`src/rtl/aes_vector_sequencer_if.sv`:
```
// rtl/aes_vector_sequencer_if.sv - vector stream and cipher-core bus bundle for aes_vector_sequencer
interface aes_vector_sequencer_if #(
    parameter int W = 128
);
    logic         vec_valid;
    logic         vec_ready;
    logic [W-1:0] vec_key;
    logic [W-1:0] vec_pt;
    logic [W-1:0] vec_exp;
    logic         aes_ld;
    logic [W-1:0] aes_key;
    logic [W-1:0] aes_text_in;
    logic         aes_done;
    logic [W-1:0] aes_text_out;

    // Environment side: supplies vectors and hosts the cipher core
    modport master (
        output vec_valid, vec_key, vec_pt, vec_exp, aes_done, aes_text_out,
        input  vec_ready, aes_ld, aes_key, aes_text_in
    );

    // Sequencer side: consumes vectors and drives the cipher core
    modport slave (
        input  vec_valid, vec_key, vec_pt, vec_exp, aes_done, aes_text_out,
        output vec_ready, aes_ld, aes_key, aes_text_in
    );
endinterface

```
`src/rtl/aes_vector_sequencer.sv`:
```
// rtl/aes_vector_sequencer.sv - stimulus/check engine driving one aes_cipher_top instance
module aes_vector_sequencer #(
    parameter int W       = 128,
    parameter int REPEAT  = 1,
    parameter int TIMEOUT = 64,
    parameter int CNT_W   = 16
) (
    input  logic                  clk,
    input  logic                  rst,
    input  logic                  enable,
    input  logic                  clr_cnt,
    aes_vector_sequencer_if.slave bus,
    output logic                  busy,
    output logic                  res_valid,
    output logic                  res_pass,
    output logic                  res_timeout,
    output logic [W-1:0]          res_ct,
    output logic [CNT_W-1:0]      pass_cnt,
    output logic [CNT_W-1:0]      fail_cnt,
    output logic [CNT_W-1:0]      to_cnt
);
    localparam int TMR_W = (TIMEOUT > 2) ? $clog2(TIMEOUT) : 1;
    localparam int REP_W = (REPEAT > 2) ? $clog2(REPEAT) : 1;
    localparam logic [TMR_W-1:0] TMR_LAST = TMR_W'(TIMEOUT - 1);
    localparam logic [REP_W-1:0] REP_LAST = REP_W'(REPEAT - 1);

    typedef enum logic [1:0] {S_IDLE, S_LAUNCH, S_WAIT, S_CHECK} state_t;

    state_t           state;
    state_t           state_nx;
    logic [W-1:0]     key_q;
    logic [W-1:0]     pt_q;
    logic [W-1:0]     exp_q;
    logic [REP_W-1:0] rep;
    logic [TMR_W-1:0] timer;
    logic             done_q;
    logic             accept;
    logic             done_rise;
    logic             tmr_expired;
    logic             more_reps;

    assign accept      = (state == S_IDLE) & enable & bus.vec_valid;
    // A done level that is already high when WAIT starts never produces a rise
    assign done_rise   = bus.aes_done & ~done_q;
    assign tmr_expired = (timer == TMR_LAST);
    // A timed-out run abandons whatever repeats were left
    assign more_reps   = ~res_timeout & (rep != REP_LAST);

    assign bus.aes_key     = key_q;
    assign bus.aes_text_in = pt_q;

    // State register
    always_ff @(posedge clk or negedge rst) begin
        if (!rst) begin
            state <= S_IDLE;
        end else begin
            state <= state_nx;
        end
    end

    // Next-state logic; completion takes priority over timer expiry
    always_comb begin
        state_nx = state;
        case (state)
            S_IDLE:   if (accept) state_nx = S_LAUNCH;
            S_LAUNCH: state_nx = S_WAIT;
            S_WAIT:   if (done_rise || tmr_expired) state_nx = S_CHECK;
            S_CHECK:  state_nx = more_reps ? S_LAUNCH : S_IDLE;
            default:  state_nx = S_IDLE;
        endcase
    end

    // Strobes decoded purely from the current state
    always_comb begin
        bus.vec_ready = 1'b0;
        bus.aes_ld    = 1'b0;
        res_valid     = 1'b0;
        case (state)
            S_IDLE:   bus.vec_ready = enable;
            S_LAUNCH: bus.aes_ld    = 1'b1;
            S_CHECK:  res_valid     = 1'b1;
            default:  ;
        endcase
    end

    // Vector latch, repeat/timer bookkeeping and result capture (held between strobes)
    always_ff @(posedge clk or negedge rst) begin
        if (!rst) begin
            key_q       <= '0;
            pt_q        <= '0;
            exp_q       <= '0;
            rep         <= '0;
            timer       <= '0;
            done_q      <= 1'b0;
            busy        <= 1'b0;
            res_pass    <= 1'b0;
            res_timeout <= 1'b0;
            res_ct      <= '0;
        end else begin
            done_q <= bus.aes_done;
            case (state)
                S_IDLE: begin
                    if (accept) begin
                        key_q <= bus.vec_key;
                        pt_q  <= bus.vec_pt;
                        exp_q <= bus.vec_exp;
                        rep   <= '0;
                        busy  <= 1'b1;
                    end
                end
                S_LAUNCH: timer <= '0;
                S_WAIT: begin
                    timer <= timer + TMR_W'(1);
                    if (done_rise) begin
                        res_ct      <= bus.aes_text_out;
                        res_pass    <= (bus.aes_text_out == exp_q);
                        res_timeout <= 1'b0;
                    end else if (tmr_expired) begin
                        res_ct      <= '0;
                        res_pass    <= 1'b0;
                        res_timeout <= 1'b1;
                    end
                end
                S_CHECK: begin
                    if (more_reps) begin
                        rep <= rep + REP_W'(1);
                    end else begin
                        busy <= 1'b0;
                    end
                end
                default: ;
            endcase
        end
    end

    // Saturating result counters; a clear beats a same-cycle increment
    always_ff @(posedge clk or negedge rst) begin
        if (!rst) begin
            pass_cnt <= '0;
            fail_cnt <= '0;
            to_cnt   <= '0;
        end else if (clr_cnt) begin
            pass_cnt <= '0;
            fail_cnt <= '0;
            to_cnt   <= '0;
        end else if (state == S_CHECK) begin
            if (res_timeout) begin
                if (to_cnt != '1) to_cnt <= to_cnt + CNT_W'(1);
            end else if (res_pass) begin
                if (pass_cnt != '1) pass_cnt <= pass_cnt + CNT_W'(1);
            end else begin
                if (fail_cnt != '1) fail_cnt <= fail_cnt + CNT_W'(1);
            end
        end
    end
endmodule

```
`src/flat_wrapper.sv`:
```
// flat-port wrapper written by rule: the top's interface ports become plain ports
module aes_vector_sequencer_flat 
#(
    parameter int W       = 128,
    parameter int REPEAT  = 1,
    parameter int TIMEOUT = 64,
    parameter int CNT_W   = 16
)
  (clk, rst, enable, clr_cnt, busy, res_valid, res_pass, res_timeout, res_ct, pass_cnt, fail_cnt, to_cnt, bus_vec_valid, bus_vec_key, bus_vec_pt, bus_vec_exp, bus_aes_done, bus_aes_text_out, bus_vec_ready, bus_aes_ld, bus_aes_key, bus_aes_text_in);
  aes_vector_sequencer_if #(.W(W)) bus_i ();
  input  logic clk;
  input  logic rst;
  input  logic enable;
  input  logic clr_cnt;
  output logic busy;
  output logic res_valid;
  output logic res_pass;
  output logic res_timeout;
  output logic [W-1:0] res_ct;
  output logic [CNT_W-1:0] pass_cnt;
  output logic [CNT_W-1:0] fail_cnt;
  output logic [CNT_W-1:0] to_cnt;
  input wire logic [$bits(bus_i.vec_valid)-1:0] bus_vec_valid;
  input wire logic [$bits(bus_i.vec_key)-1:0] bus_vec_key;
  input wire logic [$bits(bus_i.vec_pt)-1:0] bus_vec_pt;
  input wire logic [$bits(bus_i.vec_exp)-1:0] bus_vec_exp;
  input wire logic [$bits(bus_i.aes_done)-1:0] bus_aes_done;
  input wire logic [$bits(bus_i.aes_text_out)-1:0] bus_aes_text_out;
  output wire logic [$bits(bus_i.vec_ready)-1:0] bus_vec_ready;
  output wire logic [$bits(bus_i.aes_ld)-1:0] bus_aes_ld;
  output wire logic [$bits(bus_i.aes_key)-1:0] bus_aes_key;
  output wire logic [$bits(bus_i.aes_text_in)-1:0] bus_aes_text_in;
  assign bus_i.vec_valid = bus_vec_valid;
  assign bus_i.vec_key = bus_vec_key;
  assign bus_i.vec_pt = bus_vec_pt;
  assign bus_i.vec_exp = bus_vec_exp;
  assign bus_i.aes_done = bus_aes_done;
  assign bus_i.aes_text_out = bus_aes_text_out;
  assign bus_vec_ready = bus_i.vec_ready;
  assign bus_aes_ld = bus_i.aes_ld;
  assign bus_aes_key = bus_i.aes_key;
  assign bus_aes_text_in = bus_i.aes_text_in;
  aes_vector_sequencer #(.W(W), .REPEAT(REPEAT), .TIMEOUT(TIMEOUT), .CNT_W(CNT_W)) u_core (.clk(clk), .rst(rst), .enable(enable), .clr_cnt(clr_cnt), .bus(bus_i), .busy(busy), .res_valid(res_valid), .res_pass(res_pass), .res_timeout(res_timeout), .res_ct(res_ct), .pass_cnt(pass_cnt), .fail_cnt(fail_cnt), .to_cnt(to_cnt));
endmodule
```
`config.mk`:
```
export PLATFORM = sky130hd
export DESIGN_NAME = aes_vector_sequencer_flat
export DESIGN_NICKNAME = d
export VERILOG_FILES = /design/src/rtl/aes_vector_sequencer_if.sv /design/src/rtl/aes_vector_sequencer.sv /design/src/flat_wrapper.sv
export SDC_FILE = /design/constraint.sdc
export NUM_CORES = 1
export LEC_CHECK = 0
export CORE_AREA = 10 10 361 363
export CTS_BUF_LIST = sky130_fd_sc_hd__clkbuf_16
export CTS_CLUSTER_SIZE = 40
export DETAILED_ROUTE_END_ITERATION = 12
export DIE_AREA = 0 0 371 373
export RECOVER_POWER = 100
export SYNTH_ARGS = -nofsm -noshare
export SYNTH_HDL_FRONTEND = slang
export SYNTH_SLANG_ARGS = --single-unit
```
`constraint.sdc`:
```
create_clock -name clk -period 4.45 [get_ports clk]
set_input_delay 0.89 -clock clk [delete_from_list [all_inputs] [get_ports clk]]
set_output_delay 0.89 -clock clk [all_outputs]
set_load 0.1 [all_outputs]
```
# Word level (Yosys, flattened, before mapping)
# Cells that the tools add are included.
# classes
div_mod_pow	0
n_eq_ne	14
n_reduce_logical	19
n_lt_le_gt_ge	0
mux	34
n_mul	0
bitwise_logic	6
shift	0
addsub	5
# op_table
operator	count
2-to-1 mux 128 bit	2
2-to-1 mux 16 bit	14
equality test 128 bit	1
adder 16 x 1 -> 16 bit, second input constant	3
inequality test 16 bit, second input constant	3
nonzero test 2 bit	9
2-to-1 mux 1 bit	12
one-hot mux 6 bit (2 select lines)	1
AND reduction 3 bit	3
one-hot mux 2 bit (4 select lines)	1
AND reduction 4 bit	2
adder 6 x 1 -> 6 bit, second input constant	1
equality test 6 bit, second input constant	1
inequality test 2 x 1 -> 1 bit, second input constant	3
inequality test 2 bit, second input constant	3
AND reduction 2 bit	3
bitwise AND 1 bit	4
equality test 2 bit, second input constant	2
2-to-1 mux 2 bit	2
one-hot mux 1 bit (2 select lines)	2
equality test 2 x 1 -> 1 bit, second input constant	1
zero test 2 bit	1
inverter 1 bit	2
adder 1 bit, second input constant	1
logical OR 1 bit	1
# word_totals
word_cells	92
memories	0
ram_bits	0
inputBits	518
romBits	0
register_bits	573
latchBits	0

# Logic depth before layout (Yosys ltp)
# logic_depth
ltp_word	6
mapped_depth	8
depth_no_buf	7

# Worst setup path after synthesis
# OpenSTA, ideal clock, no wires.
# synth_timing
path_type	in2reg
from	in enable
to	reg u_core.exp_q[28]
t_required_ns	4.325
arrival_time_ns	2.755
setup_slack_ns	1.571
path_stages	5
cell_sequence	and2_1 nand2_1 clkbuf_1 clkbuf_1 mux2_2
# synth_between
elab_chain_len	3
# synth_rtl
item	line	rtl
from (decl)	flat_wrapper.sv:13	input logic enable;
bitwise AND 1 bit (2 in a row)	aes_vector_sequencer.sv:42	assign accept = (state == S_IDLE) & enable & bus.vec_valid;
AND reduction 2 bit (no source line)	n/a	
to (signal assigned)	aes_vector_sequencer.sv:106	exp_q <= bus.vec_exp;
to (decl)	aes_vector_sequencer.sv:33	logic [W-1:0] exp_q;
# Every way passes these cells.
# A chain may end at the register's enable or synchronous reset.

# Worst setup path after layout
# layout_timing
from	reg u_core.state[1]
to	reg u_core.pt_q[90], in the netlist u_core.bus.aes_text_in[90]
# layout_between
elab_chain_len	4
# layout_rtl
item	line	rtl
from (decl)	aes_vector_sequencer.sv:29	state_t state;
from (signal assigned)	aes_vector_sequencer.sv:57	state <= state_nx;
zero test 2 bit *	aes_vector_sequencer.sv:42, aes_vector_sequencer.sv:101	
bitwise AND 1 bit (2 in a row)	aes_vector_sequencer.sv:42	
AND reduction 2 bit (no source line) *	n/a	
to (signal assigned)	aes_vector_sequencer.sv:105	pt_q <= bus.vec_pt;
to (decl)	aes_vector_sequencer.sv:32	logic [W-1:0] pt_q;
# Mark *: on every way between the ends. The rest lies on a longest branch, timed or not.

==> run summary <==
The run finished, with violations left. The checks that failed: capacitance limit, slew limit. The worst relative slew slack came out at -0.635. Of all flip-flops after synthesis, the portion carrying an async set or reset was 1.00. The total die area came out at 138000 um2. The total of warnings raised by yosys is 0. Wires add up to 118000 um. The area added between synthesis and finish is 57.1%. Leaving out fill and tap cells, the most frequent cells in the layout are sky130_fd_sc_hd__dfrtp_1 (573), sky130_fd_sc_hd__clkdlybuf4s50_1 (514), sky130_fd_sc_hd__dlygate4sd3_1 (391), sky130_fd_sc_hd__mux2_2 (385), sky130_fd_sc_hd__nand2_1 (257).

The count of cells resized by post-cts repair came out at 0. The remaining antenna violation count after routing is 0. The vertical die dimension came out at 373 um. The number of flip-flops and latches in the synthesized netlist is 573.

The placement row count came out at 129. In this run the clock root is driven by a sky130_fd_sc_hd__clkbuf_16. The first global-routing pass estimated 162000 um of wire. After legalization and detailed placement, the total HPWL measured 93700 um.

The proportion of synthesized area in mux cells came out at 0.185. The total area of sequential cells is 14300 um2. By area, the combinational part of the netlist is dominated by multiplexers. The count of buffers inserted at the top-level ports is 955.

The final route contains 18961 vias. The final setup violation count is 0. At the worst endpoint, the arrival time is 4.22 ns. After detailed routing, the number of remaining DRC violations is 0. Dividing the detail-routed via count by the number of cells gives 4.14.

The average instance in the mapped netlist occupies 12.5 um2. The later-pin clock latency in the skew report is 0.67 ns. Dividing the final minimum period by the clock period gives 0.829. Counting along the longest clock path gives a buffer depth of 3. The shortest clock period the worst path allows after layout is 3.69 ns. The initial antenna violation count came out at 37.

TritonCTS built the clock tree. The number of flops mapped to enable cells by yosys is 0. The number of nets in the synthesized netlist is 2418. The first-pass detailed-route iteration total is 5. Of the total synthesized cell area, the portion taken by AND, OR, NAND and NOR gates is 0.0870. The clock-pin slew of the registers on the worst-case setup and hold paths is 0.06 ns.

The total global routing overflow is 0. The all-layer global routing usage is 0.165. The last weighted congestion value of the routability-driven placer came out at 0.879. The number of clock sinks is 573.

Max-cap violations in this run came to 32. The post-synthesis adder-cell area fraction came out at 0.00475. The number of distinct library cells after synthesis is 56. The library cell used most frequently in the layout, excluding fill and tap cells, is sky130_fd_sc_hd__dfrtp_1. The starting density of the core came out at 0.193. The deepest level of the CTS H-tree is 3. Hold repair after CTS inserted 0 buffers. After filler insertion, the fill cell instance count of the layout stands at 12806. The cell count after synthesis came out at 1891. The kind of start point of the critical path is a register.

The first-iteration detailed-routing DRC count is 1094. Between clock sinks in the finished design, the worst skew comes to 0.0282 ns. In the final routed layout, each cell accounts on average for 25.8 um.

The pin count of the biggest net entering global routing is 131. For the worst setup path, the data required time is 4.98 ns. The min-delay analysis places its worst path in the category reg2reg. The share of the Yosys chip area taken by registers is 0.605. In this run the worst path has a maximum fanout of 67. The buffer count from post-CTS setup fixing came out at 0. The layout net count is 3402.

The max-slew violation count is 551. Of the cells placed in the final design, the portion with a size suffix greater than 1 is 0.178. The maximum operating frequency came out at 271 MHz. Measured along the x axis, the die boundary spans 371 um. The setup path with the least slack is of type reg2reg. The final-layout setup total negative slack came out at 0 ns. The complex-gate fraction of the synthesized area came out at 0.0516. The transition at the pin with the smallest max-transition slack is 2.45 ns.

956 I/O pins were placed. The xor and xnor fraction of the mapped netlist area is 0.0433. Among all flip-flop cells after synthesis, the most frequent one is sky130_fd_sc_hd__dfrtp_1. The number of global-route vias before repair came out at 20066. STA classifies the critical path endpoint as a register.

The number of buffers inserted during clock tree synthesis came out at 71. The worst hold slack after final layout came out at 0.496 ns. The area of the core came out at 123000 um2. The multi-input combinational cells in the finished layout cover a total of 8830 um2. The number of endpoints with negative hold slack in the final report came to 0. The post-synth design cell area came out at 23700 um2. Setup repair after global routing left no endpoint under its margin.
## metrics by stage
step	area, um2	utilization	instances	worst slack, ns
after floorplan	23700	-	1891	1.57
after global placement	35400	0.287	4439	0.287
after detailed placement	35400	0.287	4439	0.382
after CTS	37600	0.306	4564	0.797
after global routing	37200	0.303	4572	0.475
final	37200	0.303	4576	0.763
## flip-flops by register name, summed over array words and instances, names as in the netlist
name and flops:
u_core.bus.aes_key 128, u_core.bus.aes_text_in 128, u_core.exp_q 128, u_core.res_ct 128
u_core.fail_cnt 16, u_core.pass_cnt 16, u_core.to_cnt 16, u_core.timer 6
u_core.state 2, u_core.busy 1, u_core.done_q 1, u_core.rep 1
u_core.res_pass 1, u_core.res_timeout 1
## cell type report
type,instances,share of cell area
clock inverter,52,0.0108
sequential,573,0.385
antenna,12,0.000807
tap,1637,0.0550
clock buffer,73,0.0491
timing repair buffer,1002,0.256
inverter,56,0.00565
multi-input combinational,1171,0.237
## critical path, stage by stage (launching register included)
cell                       delay, ns
sky130_fd_sc_hd__dfrtp_1        0.41
sky130_fd_sc_hd__inv_1          0.11
sky130_fd_sc_hd__ha_1           0.27
sky130_fd_sc_hd__and2_0         0.22
sky130_fd_sc_hd__nand2_4        0.58
sky130_fd_sc_hd__clkbuf_2       1.40
sky130_fd_sc_hd__mux2_2         0.45
## synthesized netlist by cell type (5+ instances only)
library cell,count,area share
sky130_fd_sc_hd__inv_1,44,0.0070
sky130_fd_sc_hd__mux2_2,385,0.18
sky130_fd_sc_hd__xnor2_1,52,0.019
sky130_fd_sc_hd__buf_1,8,0.0013
sky130_fd_sc_hd__nand3_1,24,0.0051
sky130_fd_sc_hd__nor2b_1,9,0.0024
sky130_fd_sc_hd__clkbuf_1,81,0.013
sky130_fd_sc_hd__inv_2,10,0.0016
sky130_fd_sc_hd__nand2b_1,10,0.0026
sky130_fd_sc_hd__nand2_1,258,0.041
sky130_fd_sc_hd__nand4_1,27,0.0071
sky130_fd_sc_hd__a22o_1,7,0.0026
sky130_fd_sc_hd__o22ai_1,38,0.010
sky130_fd_sc_hd__a221oi_1,5,0.0018
sky130_fd_sc_hd__a21oi_1,7,0.0015
sky130_fd_sc_hd__xor2_1,65,0.024
sky130_fd_sc_hd__and3_1,14,0.0037
sky130_fd_sc_hd__o21ai_0,18,0.0038
sky130_fd_sc_hd__and4_1,10,0.0037
sky130_fd_sc_hd__o21ai_1,103,0.022
sky130_fd_sc_hd__nor2_1,59,0.0093
sky130_fd_sc_hd__dfrtp_1,573,0.61
sky130_fd_sc_hd__ha_1,9,0.0048
sky130_fd_sc_hd__nor4_1,17,0.0045
## worst paths after layout
| path | slack (ns) | start | cells past startpoint | end |
|---|---|---|---|---|
| max | 0.76 | u_core.state[1] | 6 | u_core.bus.aes_text_in[90] |
| min | 0.50 | u_core.bus.aes_text_in[25] | 1 | u_core.bus.aes_text_in[25] |
| max reg2reg | 0.76 | u_core.state[1] | 6 | u_core.bus.aes_text_in[90] |
| min reg2reg | 0.50 | u_core.bus.aes_text_in[25] | 1 | u_core.bus.aes_text_in[25] |
| max in group asynchronous | 1.01 | rst | 2 | u_core.res_ct[67] |
| min in group asynchronous | 0.95 | rst | 1 | u_core.res_ct[96] |
## kinds of logic after synthesis
| kind of cell | after synthesis |
|---|---|
| AOI/OAI and AO/OA | 205 |
| xor gates and xnor gates | 117 |
| adders and majority gates | 9 |
| buffers and inverters | 147 |
| DFF | 573 |
| muxes | 389 |
| and+or+nand+nor | 451 |
## routing by layer
metal | part of all wire | vias up | global-route usage | wire length [um]
met5 | 0.0014 | - | 0 | 166
met4 | 0.029 | 26 | 0.0584 | 3430
met3 | 0.088 | 186 | 0.0626 | 10400
met2 | 0.49 | 654 | 0.279 | 58300
met1 | 0.39 | 9565 | 0.188 | 45900
li1 | - | 8530 | - | -
Power is not shown: default switching activity piles up to over one toggle a cycle in this logic, so the estimate is an artifact.
